`src/rtl/pc_gen.sv`:
```
`default_nettype none
// ============================================================================
// Module   : pc_gen
// Purpose  : Registered program-counter generator for the Fetch stage with
//            boot cycle, stall hold, redirect and misaligned-target fault.
//            Optional trap entry is enabled by defining PC_GEN_TRAP_EN.
// Revision : 1.0 - initial release
// ============================================================================
module pc_gen #(
    parameter int unsigned               DATA_WIDTH   = 32,
    parameter logic [DATA_WIDTH-1:0]     RESET_VECTOR = 32'h0000_0000,
    parameter int unsigned               INC_BYTES    = 4
) (
    input  logic                  clk,
    input  logic                  rst,
    input  logic                  stall_i,
    input  logic                  redirect_i,
    input  logic [DATA_WIDTH-1:0] redirect_target_i,
`ifdef PC_GEN_TRAP_EN
    input  logic                  trap_i,
    input  logic [DATA_WIDTH-1:0] trap_vector_i,
`endif
    output logic [DATA_WIDTH-1:0] pc_o,
    output logic [DATA_WIDTH-1:0] pc_plus_inc_o,
    output logic                  pc_valid_o,
    output logic                  misalign_o,
    output logic [DATA_WIDTH-1:0] misalign_addr_o
);

    localparam logic [DATA_WIDTH-1:0] c_inc        = DATA_WIDTH'(INC_BYTES);
    localparam logic [DATA_WIDTH-1:0] c_align_mask = DATA_WIDTH'(INC_BYTES - 1);

    typedef enum logic [1:0] {
        ST_BOOT  = 2'd0,
        ST_RUN   = 2'd1,
        ST_FAULT = 2'd2
    } state_t;

    state_t                r_state;
    state_t                w_state_next;
    logic [DATA_WIDTH-1:0] r_pc;
    logic [DATA_WIDTH-1:0] w_pc_next;
    logic                  r_misalign;
    logic                  w_fault;
    logic [DATA_WIDTH-1:0] r_maddr;
    logic [DATA_WIDTH-1:0] w_maddr_next;
    logic                  w_target_misaligned;
    logic                  w_trap;
    logic [DATA_WIDTH-1:0] w_trap_pc;

    assign w_target_misaligned = |(redirect_target_i & c_align_mask);

`ifdef PC_GEN_TRAP_EN
    assign w_trap    = trap_i;
    assign w_trap_pc = trap_vector_i & ~c_align_mask;
`else
    assign w_trap    = 1'b0;
    assign w_trap_pc = '0;
`endif

    // Priority in RUN/FAULT: trap > redirect > stall > sequential.
    // FAULT never advances on its own; only a redirect or trap leaves it.
    always_comb begin
        w_state_next = r_state;
        w_pc_next    = r_pc;
        w_fault      = 1'b0;
        w_maddr_next = r_maddr;
        case (r_state)
            ST_BOOT: begin
                w_state_next = ST_RUN;
            end
            ST_RUN, ST_FAULT: begin
                if (w_trap) begin
                    w_pc_next    = w_trap_pc;
                    w_state_next = ST_RUN;
                end else if (redirect_i) begin
                    if (w_target_misaligned) begin
                        w_fault      = 1'b1;
                        w_maddr_next = redirect_target_i;
                        w_state_next = ST_FAULT;
                    end else begin
                        w_pc_next    = redirect_target_i;
                        w_state_next = ST_RUN;
                    end
                end else if (!stall_i && (r_state == ST_RUN)) begin
                    w_pc_next = r_pc + c_inc;
                end
            end
            default: begin
                w_state_next = ST_BOOT;
                w_pc_next    = RESET_VECTOR;
            end
        endcase
    end

    always_ff @(posedge clk) begin
        if (rst) begin
            r_state    <= ST_BOOT;
            r_pc       <= RESET_VECTOR;
            r_misalign <= 1'b0;
            r_maddr    <= '0;
        end else begin
            r_state    <= w_state_next;
            r_pc       <= w_pc_next;
            r_misalign <= w_fault;
            r_maddr    <= w_maddr_next;
        end
    end

    assign pc_o            = r_pc;
    assign pc_plus_inc_o   = r_pc + c_inc;
    assign pc_valid_o      = (r_state == ST_RUN);
    assign misalign_o      = r_misalign;
    assign misalign_addr_o = r_maddr;

endmodule
`default_nettype wire
```
`config.mk`:
```
export PLATFORM = sky130hd
export DESIGN_NAME = pc_gen
export DESIGN_NICKNAME = d
export VERILOG_FILES = /design/src/rtl/pc_gen.sv
export SDC_FILE = /design/constraint.sdc
export NUM_CORES = 1
export LEC_CHECK = 0
export CAP_MARGIN = 20
export CORE_UTILIZATION = 64
export DETAILED_ROUTE_END_ITERATION = 8
export DONT_BUFFER_PORTS = 1
export PLACE_DENSITY = 0.8
export SLEW_MARGIN = 20
export SYNTH_ARGS = -nofsm -noshare
export SYNTH_HDL_FRONTEND = slang
export SYNTH_SLANG_ARGS = --single-unit
```
`constraint.sdc`:
```
create_clock -name clk -period 2.8 [get_ports clk]
set_clock_uncertainty 0.05 [all_clocks]
set_input_delay 0.56 -clock clk [delete_from_list [all_inputs] [get_ports clk]]
set_output_delay 0.56 -clock clk [all_outputs]
set_load 0.005 [all_outputs]
```
# --- Word level (Yosys, flattened, before mapping) ---
# Cells that the tools add are included.
# W data, S select, Z words.
op_classes:
  n_addsub: 1
  eq_ne: 5
  mux: 8
  bitwise: 3
  n_reduce_logical: 8
op_table:
  columns: ["cell", "n"]
  rows:
  - ["$mux W32", 3]
  - ["$pmux W32 S2", 1]
  - ["$add A32 B3 Y32 const B", 1]
  - ["$ne A3 B3 Y1 const B", 2]
  - ["$reduce_and A3 Y1", 2]
  - ["$mux W2", 2]
  - ["$pmux W2 S2", 1]
  - ["$reduce_or A2 Y1", 2]
  - ["$not A1 Y1", 3]
  - ["$reduce_or A3 Y1", 1]
  - ["$eq A2 B1 Y1 const B", 1]
  - ["$eq A2 B2 Y1 const B", 1]
  - ["$logic_not A2 Y1", 1]
  - ["$ne A2 B2 Y1 const B", 1]
  - ["$logic_and A1 B1 Y1", 1]
  - ["$logic_not A1 Y1", 1]
  - ["$mux W1", 1]
totals:
  regBits: 67
  in_bits: 36
  output_inout_bits: 98
  word_cells: 29

# --- Longest topological paths before layout ---
# Gate-level depths: netlist of run 1.
logic_depth:
  word_depth: 5
  depth_mapped: 9
  mapped_depth_nobuf: 7

# --- Least setup slack after synthesis of run 1 ---
# No wires, ideal clock.
synth_path:
  path_type: "register to output"
  from: "reg r_pc[2], in the netlist pc_o[2]"
  to: "out pc_plus_inc_o[22]"
  t_arrival_ps: 1705
  required_time_ps: 2190
  slack_ps: 485
  stages_incl_launch_ff: 7
  path_buffers: 1
  path_cell_list: "dfxtp_1 -> ha_1 -> nand3_2 -> or2_1 -> buf_6 -> o31a_1 -> or2_1"
synth_via:
  elab_chain_len: 1
synth_lines:
  columns: ["item", "line", "source"]
  rows:
  - ["start: declaration", "41", "logic [DATA_WIDTH-1:0] r_pc;"]
  - ["start signal: assignment", "104", "r_pc <= w_pc_next;"]
  - ["$add A32 B3 Y32", "111", "assign pc_plus_inc_o = r_pc + c_inc;"]
  - ["end: declaration", "24", "output logic [DATA_WIDTH-1:0] pc_plus_inc_o,"]
# Every way passes these cells.

# --- Worst setup path in the final report of run 1 ---
layout_path:
  from: "reg r_pc[15], in the netlist pc_o[15]"
  to: "out pc_plus_inc_o[24]"
# The elaborated chain is that of the path after synthesis.

==> flow_results.xml, run 1 <==
<?xml version="1.0" encoding="UTF-8"?>
<metrics>
  <group name="status">
    <metric name="status" unit="">completed</metric>
  </group>
  <group name="drt">
    <metric name="route.antenna.remaining_nets" unit="">0</metric>
    <metric name="drtPass1Iterations" unit="">5</metric>
    <metric name="routedWlPerCell" unit="µm">20.3</metric>
    <metric name="vias_per_cell" unit="">6.69</metric>
    <metric name="drt-initial-drc-count" unit="">286</metric>
    <metric name="drc" unit="">0</metric>
    <metric name="detailroute.via_count" unit="">3654</metric>
    <metric name="drt-total-wl" unit="µm">11100</metric>
  </group>
  <group name="placed_design">
    <metric name="post_dp_cell_area" unit="µm²">3830</metric>
    <metric name="buffer_ports.inserted" unit="">0</metric>
    <metric name="gp_routability_congestion" unit="">1.00</metric>
    <metric name="detailed_place_hpwl" unit="µm">7990</metric>
  </group>
  <group name="worst_setup_path">
    <metric name="worst-endpoint-arrival" unit="ns">2.10</metric>
    <metric name="worst_setup_path_start_kind" unit="">flop</metric>
    <metric name="setup.worst_path.class" unit="">reg2out</metric>
    <metric name="kind_of_end_point_of_the_critical_path" unit="">output pin</metric>
    <metric name="worst-endpoint-required" unit="ns">2.19</metric>
    <metric name="reg2reg_depth" unit="">7</metric>
    <metric name="crit_path_max_fanout" unit="">8</metric>
  </group>
  <group name="global_routing">
    <metric name="grt_pass1_vias" unit="">3495</metric>
    <metric name="grt_util_all_layers" unit="%">36.0</metric>
    <metric name="pin_count_of_the_biggest_net_entering_global_routing" unit="">61</metric>
    <metric name="antenna_found_initial" unit="">0</metric>
    <metric name="grt_remaining_overflow" unit="">0</metric>
    <metric name="first_pass_grt_wire_length" unit="µm">17400</metric>
  </group>
  <group name="clocking">
    <metric name="tritoncts_clock_tree" unit="">built</metric>
    <metric name="cts_buffers" unit="">9</metric>
    <metric name="cts_hold_repair.buffers" unit="">0</metric>
    <metric name="tritoncts_num_sinks" unit="">67</metric>
    <metric name="clockBufferDepth" unit="">2</metric>
    <metric name="path_clk_slew" unit="ns">0.07</metric>
    <metric name="clkLatencyLatePin" unit="ns">0.35</metric>
    <metric name="clock_tree.htree_level_count" unit="">3</metric>
    <metric name="root_buffer" unit="">sky130_fd_sc_hd__clkbuf_8</metric>
  </group>
  <group name="sta">
    <metric name="relative_slew_slack" unit="%">46.9</metric>
    <metric name="tns" unit="ns">0</metric>
    <metric name="drv_slew" unit="">0</metric>
    <metric name="setup_repair_after_global_routing_missed_its_margin" unit="">false</metric>
    <metric name="min_period_over_period" unit="%">96.6</metric>
    <metric name="max_freq" unit="GHz">0.370</metric>
    <metric name="timing.final.setup_violations" unit="">0</metric>
    <metric name="final_period_minus_worst_setup_slack" unit="ns">2.71</metric>
    <metric name="timing_hold_violations_final" unit="">0</metric>
    <metric name="timing_worst_slew_pin_value" unit="ns">0.793</metric>
  </group>
  <group name="floorplan">
    <metric name="fp.dieArea" unit="µm²">6250</metric>
    <metric name="chipHeight" unit="µm">79.1</metric>
    <metric name="num_io_pins" unit="">134</metric>
    <metric name="die_width" unit="µm">79.1</metric>
    <metric name="floorplan.initialDensity" unit="%">67.8</metric>
    <metric name="rows" unit="">27</metric>
    <metric name="core_area" unit="µm²">5610</metric>
  </group>
  <group name="yosys">
    <metric name="ys.warnings.count" unit="">0</metric>
    <metric name="yosys.area.top_type_share" unit="%">35.3</metric>
    <metric name="most_used_dff_post_synth" unit="">sky130_fd_sc_hd__dfxtp_1</metric>
    <metric name="yosysSeqAreaShare" unit="%">35.3</metric>
    <metric name="post-synth-top-area-cell" unit="">sky130_fd_sc_hd__dfxtp_1</metric>
    <metric name="synth.distinct_cells" unit="">72</metric>
    <metric name="fraction_of_registers_with_async_set_or_reset_after_synthesis" unit="%">0</metric>
    <metric name="synth_top_cells_by_count" unit="">sky130_fd_sc_hd__nand2_1, sky130_fd_sc_hd__dfxtp_1, sky130_fd_sc_hd__a21oi_1, sky130_fd_sc_hd__nor2_1, sky130_fd_sc_hd__xnor2_1</metric>
    <metric name="postSynthRegisterBits" unit="">67</metric>
    <metric name="synth-edff-count" unit="">0</metric>
    <metric name="syn-instance-count" unit="">481</metric>
    <metric name="ys_top_cells_by_area" unit="">sky130_fd_sc_hd__dfxtp_1, sky130_fd_sc_hd__nand2_1, sky130_fd_sc_hd__a21oi_1</metric>
    <metric name="synth.cell_area" unit="µm²">3800</metric>
    <metric name="synth_fp_nets" unit="">521</metric>
    <metric name="yosys.cell_count.top_type" unit="">sky130_fd_sc_hd__nand2_1</metric>
    <metric name="synthesis.area_per_instance" unit="µm²">7.90</metric>
  </group>
  <group name="layout">
    <metric name="syn_to_final_growth" unit="%">6.19</metric>
    <metric name="filler_cell_count" unit="">459</metric>
    <metric name="multi_input_area" unit="µm²">2260</metric>
    <metric name="sequential_cell_area" unit="µm²">1340</metric>
    <metric name="layout.nets" unit="">509</metric>
    <metric name="post_route_cells_drive_above_1_share" unit="%">12.0</metric>
    <metric name="postLayoutCellArea" unit="µm²">4040</metric>
    <metric name="diodes" unit="">0</metric>
  </group>
  <group name="power_and_ir_drop">
    <metric name="switching_power" unit="mW">0.938</metric>
    <metric name="gate_power_share" unit="%">25.2</metric>
    <metric name="lkg_pwr" unit="nW">1.44</metric>
    <metric name="clock_power_share" unit="%">30.5</metric>
    <metric name="internal_power" unit="mW">1.71</metric>
    <metric name="seqPwrFrac" unit="%">44.3</metric>
    <metric name="swShare" unit="%">35.5</metric>
    <metric name="ir_drop" unit="µV">520</metric>
    <metric name="cellPowerDensity" unit="nW/µm²">655</metric>
  </group>
  <group name="flow_run">
    <metric name="drv.max_cap_violation_count" unit="">0</metric>
  </group>
  <group name="hold_path">
    <metric name="hold_depth" unit="">1</metric>
    <metric name="hold_path_class" unit="">in2reg</metric>
  </group>
</metrics>
-- final timing paths --
path	start	to	slack [ns]
worst max-delay path	pc_o[15]	pc_plus_inc_o[24]	0.09
worst min register to register	misalign_addr_o[20]	misalign_addr_o[20]	0.42
worst min-delay path	rst	misalign_addr_o[30]	0.23
worst max register to register	r_state[0]	pc_o[14]	0.31
-- flip-flops by register name, indices dropped and copies added (netlist names) --
signal,count
misalign_addr_o,32
r_state,2
misalign_o,1
pc_o,32
-- per-stage QoR --
stage	std cells	hold WS [ns]	worst slack, ns	total power, mW	utilization [%]
finish	546	0.230	0.0941	2.64	72.0
global route	546	0.219	0.00157	2.78	72.0
CTS	545	0.219	0.0352	2.63	71.7
detailed placement	529	0.410	0.363	1.84	68.3
global placement	529	0.405	0.434	1.82	68.1
floorplan	481	0.403	0.485	1.68	-
-- repair_timing --
item | in CTS | in global routing
setup endpoints to repair | 0 | 6
resized for setup | 0 | 3
setup buffers | 0 | 1
-- worst max-delay path, stage by stage (launching register included) --
cell	delay [ns]
sky130_fd_sc_hd__dfxtp_1	0.54
sky130_fd_sc_hd__nand2_1	0.25
sky130_fd_sc_hd__or3_4	0.46
sky130_fd_sc_hd__nor2_1	0.16
sky130_fd_sc_hd__nand2_1	0.10
sky130_fd_sc_hd__xnor2_1	0.25
-- placed cells by master (no fill, tap or decap), drive strengths merged, types with 4 or more instances in the layout --
master,count
xnor2,21
nor4,6
nand4,11
ha,4
clkbuf,10
nor2,29
dfxtp,67
nand2,102
and4,4
inv,11
o31ai,8
clkinv,4
buf,14
a32oi,4
o21ai,17
and3,6
xor2,5
a21oi,46
a311oi,4
nand2b,7
a32o,5
a31oi,4
nand3,16
and2,7
nor3,9
-- metal layers --
| layer | vias up | GRT usage (%) | wire length (µm) | part of all wire [%] |
|---|---|---|---|---|
| met2 | 211 | 58.4 | 5280 | 48 |
| met3 | 22 | 10.0 | 1020 | 9.2 |
| met4 | 0 | 12.9 | 206 | 1.9 |
| li1 | 1684 | - | - | - |
| met5 | - | 0 | 0 | 0 |
| met1 | 1737 | 45.6 | 4570 | 41 |
-- logic make-up (layout without fill, tap and decap cells) --
group | count (synthesis) | in the layout | synth area share, %
AOI/OAI and AO/OA | 125 | 125 | 22.3
xor gates and xnor gates | 26 | 26 | 5.99
adders and majority gates | 4 | 4 | 1.32
buffers and inverters | 48 | 41 | 5.63
DFF | 67 | 67 | 35.3
muxes | 3 | 3 | 0.823
and+or+nand+nor | 208 | 208 | 28.6
-- final cells by class --
class	instances	share of cell area (%)
multi-input combinational	366	56.1
sequential	67	33.3
clock buffer	10	3.16
timing repair buffer	14	2.60
tap	72	2.23
clock inverter	6	1.61
inverter	11	1.02
-- power groups by stage --
stage               clock (mW)  combinational [mW]  sequential (mW)
floorplan                    0               0.510             1.16
global placement             0               0.632             1.19
detailed placement           0               0.653             1.19
CTS                      0.808               0.655             1.17
global route             0.857               0.732             1.19
finish                   0.805               0.666             1.17
No activity file was read; power rests on OpenSTA's default activity.
==> run 2: changes to the inputs <==
- CORE_UTILIZATION: 64 -> 65
- PLACE_DENSITY: 0.8 -> 0.81
- clock period: 2.8 -> 3.5 ns (I/O delays scaled with it)
==> run 2 against run 1 <==
- sequential cell count unchanged
- first-iteration DRC count increased by 29%
- critical path depth unchanged
- combinational power decreased by 24%
- routed wire length decreased by 4.5%
- core utilization decreased by 0.64 points
- non-clock buffer count decreased by 8
- cell area decreased by 1.5%
- global-route usage decreased by 1.7 points
- setup slack improved by 0.37 ns
- highest routed layer unchanged
==> flow_results.xml, run 2 (synthesis results as in run 1) <==
<?xml version="1.0" encoding="UTF-8"?>
<metrics>
  <group name="clocking">
    <metric name="root_buffer" unit="">sky130_fd_sc_hd__clkbuf_8</metric>
    <metric name="path_clk_slew" unit="ns">0.08</metric>
    <metric name="cts_buffers" unit="">9</metric>
    <metric name="post_cts.repair.setup_buffers" unit="">0</metric>
    <metric name="cts_hold_repair.buffers" unit="">0</metric>
    <metric name="tritoncts_clock_tree" unit="">built</metric>
    <metric name="clock_tree.htree_level_count" unit="">3</metric>
    <metric name="tritoncts_num_sinks" unit="">67</metric>
    <metric name="clkLatencyLatePin" unit="ns">0.34</metric>
    <metric name="cts-resized-gates" unit="">0</metric>
    <metric name="clockBufferDepth" unit="">2</metric>
  </group>
  <group name="worst_setup_path">
    <metric name="worst-endpoint-arrival" unit="ns">2.29</metric>
    <metric name="crit_chain" unit="">ha_1 -&gt; nand3_2 -&gt; or2_1 -&gt; o31a_1 -&gt; or2_1</metric>
    <metric name="worst_setup_path_start_kind" unit="">flop</metric>
    <metric name="crit_path_max_incr_delay" unit="ns">0.49</metric>
    <metric name="critPathTopFamily" unit="">simple AND/OR/NAND/NOR gates</metric>
    <metric name="setup.worst_path.class" unit="">reg2out</metric>
    <metric name="kind_of_end_point_of_the_critical_path" unit="">output pin</metric>
    <metric name="cp_num_buf_inv" unit="">0</metric>
    <metric name="cpMostUsedCell" unit="">sky130_fd_sc_hd__or2_1</metric>
    <metric name="crit_path_max_fanout" unit="">8</metric>
    <metric name="worst-endpoint-required" unit="ns">2.75</metric>
    <metric name="critPathSlowestCell" unit="">sky130_fd_sc_hd__dfxtp_1</metric>
  </group>
  <group name="drt">
    <metric name="route.antenna.remaining_nets" unit="">0</metric>
    <metric name="drt-initial-drc-count" unit="">368</metric>
    <metric name="detailroute.via_count" unit="">3600</metric>
    <metric name="drt-total-wl" unit="µm">10600</metric>
    <metric name="vias_per_cell" unit="">6.69</metric>
    <metric name="drc" unit="">0</metric>
    <metric name="drtPass1Iterations" unit="">5</metric>
    <metric name="routedWlPerCell" unit="µm">19.7</metric>
  </group>
  <group name="floorplan">
    <metric name="core_area" unit="µm²">5570</metric>
    <metric name="floorplan.initialDensity" unit="%">68.2</metric>
    <metric name="num_io_pins" unit="">134</metric>
    <metric name="fp.dieArea" unit="µm²">6160</metric>
    <metric name="rows" unit="">27</metric>
    <metric name="die_width" unit="µm">78.5</metric>
    <metric name="chipHeight" unit="µm">78.5</metric>
  </group>
  <group name="sta">
    <metric name="final_period_minus_worst_setup_slack" unit="ns">3.04</metric>
    <metric name="tns" unit="ns">0</metric>
    <metric name="min_period_over_period" unit="%">86.8</metric>
    <metric name="drv_slew" unit="">0</metric>
    <metric name="timing_worst_slew_pin_value" unit="ns">0.783</metric>
    <metric name="setup_repair_after_global_routing_missed_its_margin" unit="">false</metric>
    <metric name="timing.final.setup_violations" unit="">0</metric>
    <metric name="max_freq" unit="GHz">0.329</metric>
    <metric name="relative_slew_slack" unit="%">47.6</metric>
    <metric name="timing_hold_violations_final" unit="">0</metric>
  </group>
  <group name="placed_design">
    <metric name="buffer_ports.inserted" unit="">0</metric>
    <metric name="detailed_place_hpwl" unit="µm">7630</metric>
    <metric name="gp_routability_congestion" unit="">0.867</metric>
  </group>
  <group name="layout">
    <metric name="mostFrequentLayoutCell" unit="">sky130_fd_sc_hd__nand2_1</metric>
    <metric name="post_route_cells_drive_above_1_share" unit="%">10.1</metric>
    <metric name="syn_to_final_growth" unit="%">4.61</metric>
    <metric name="final_cell_mix" unit="">sky130_fd_sc_hd__nand2_1, sky130_fd_sc_hd__dfxtp_1, sky130_fd_sc_hd__a21oi_1</metric>
    <metric name="layout.core_utilization" unit="%">71.3</metric>
    <metric name="diodes" unit="">0</metric>
    <metric name="layout.nets" unit="">501</metric>
  </group>
  <group name="flow_run">
    <metric name="drv.max_cap_violation_count" unit="">0</metric>
  </group>
  <group name="global_routing">
    <metric name="antenna_found_initial" unit="">0</metric>
    <metric name="grt_remaining_overflow" unit="">0</metric>
    <metric name="grt_util_all_layers" unit="%">34.3</metric>
    <metric name="pin_count_of_the_biggest_net_entering_global_routing" unit="">61</metric>
    <metric name="grt_pass1_vias" unit="">3318</metric>
    <metric name="first_pass_grt_wire_length" unit="µm">16300</metric>
  </group>
  <group name="status">
    <metric name="status" unit="">completed</metric>
  </group>
  <group name="hold_path">
    <metric name="hold_path_class" unit="">in2reg</metric>
  </group>
  <group name="power_and_ir_drop">
    <metric name="cellPowerDensity" unit="nW/µm²">530</metric>
    <metric name="lkg_pwr" unit="nW">1.40</metric>
    <metric name="ir_drop" unit="µV">376</metric>
  </group>
</metrics>
==> run 2: final cells by class <==
cell class	instances	area (µm²)
clock buffer	10	138
clock inverter	6	63.8
fill	463	1600
inverter	11	41.3
multi-input combinational	366	2260
sequential	67	1340
tap	72	90.1
timing repair buffer	6	45.0
==> run 2: power breakdown <==
part | internal [mW] | total (mW) | switching [mW]
logic | 0.186 | 0.506 | 0.320
clock network | 0.348 | 0.658 | 0.310
registers | 0.837 | 0.944 | 0.107
total | 1.37 | 2.11 | 0.737
==> run 2: final timing paths <==
check | depth (start not counted) | slack [ns] | to | startpoint
worst max-delay path | 5 | 0.46 | pc_plus_inc_o[22] | pc_o[2]
worst min-delay path | 1 | 0.37 | pc_o[25] | rst
worst min register to register | 2 | 0.42 | misalign_addr_o[30] | misalign_addr_o[30]
worst max register to register | 8 | 0.93 | pc_o[11] | r_state[0]
==> run 2: per-layer routing <==
| metal | track usage (%) | vias to the layer above | wire (µm) | share of wire [%] |
|---|---|---|---|---|
| li1 | - | 1668 | - | - |
| met1 | 41.5 | 1685 | 4180 | 40 |
| met2 | 55.3 | 221 | 4970 | 47 |
| met3 | 10.1 | 26 | 1150 | 11 |
| met4 | 17.4 | 0 | 280 | 2.6 |
| met5 | 0 | - | 0 | 0 |
==> run 2: through the flow <==
step / hold WS, ns / cell area (µm²) / worst slack, ns / std cells / total power, mW
2_1_floorplan: 0.403 / 3800 / 1.05 / 481 / 1.34
3_3_place_gp: 0.404 / 3770 / 0.918 / 522 / 1.44
3_5_place_dp: 0.410 / 3770 / 0.856 / 522 / 1.46
4_1_cts: 0.356 / 3980 / 0.480 / 538 / 2.10
5_1_grt: 0.353 / 3980 / 0.338 / 538 / 2.20
6_report: 0.368 / 3980 / 0.463 / 538 / 2.11
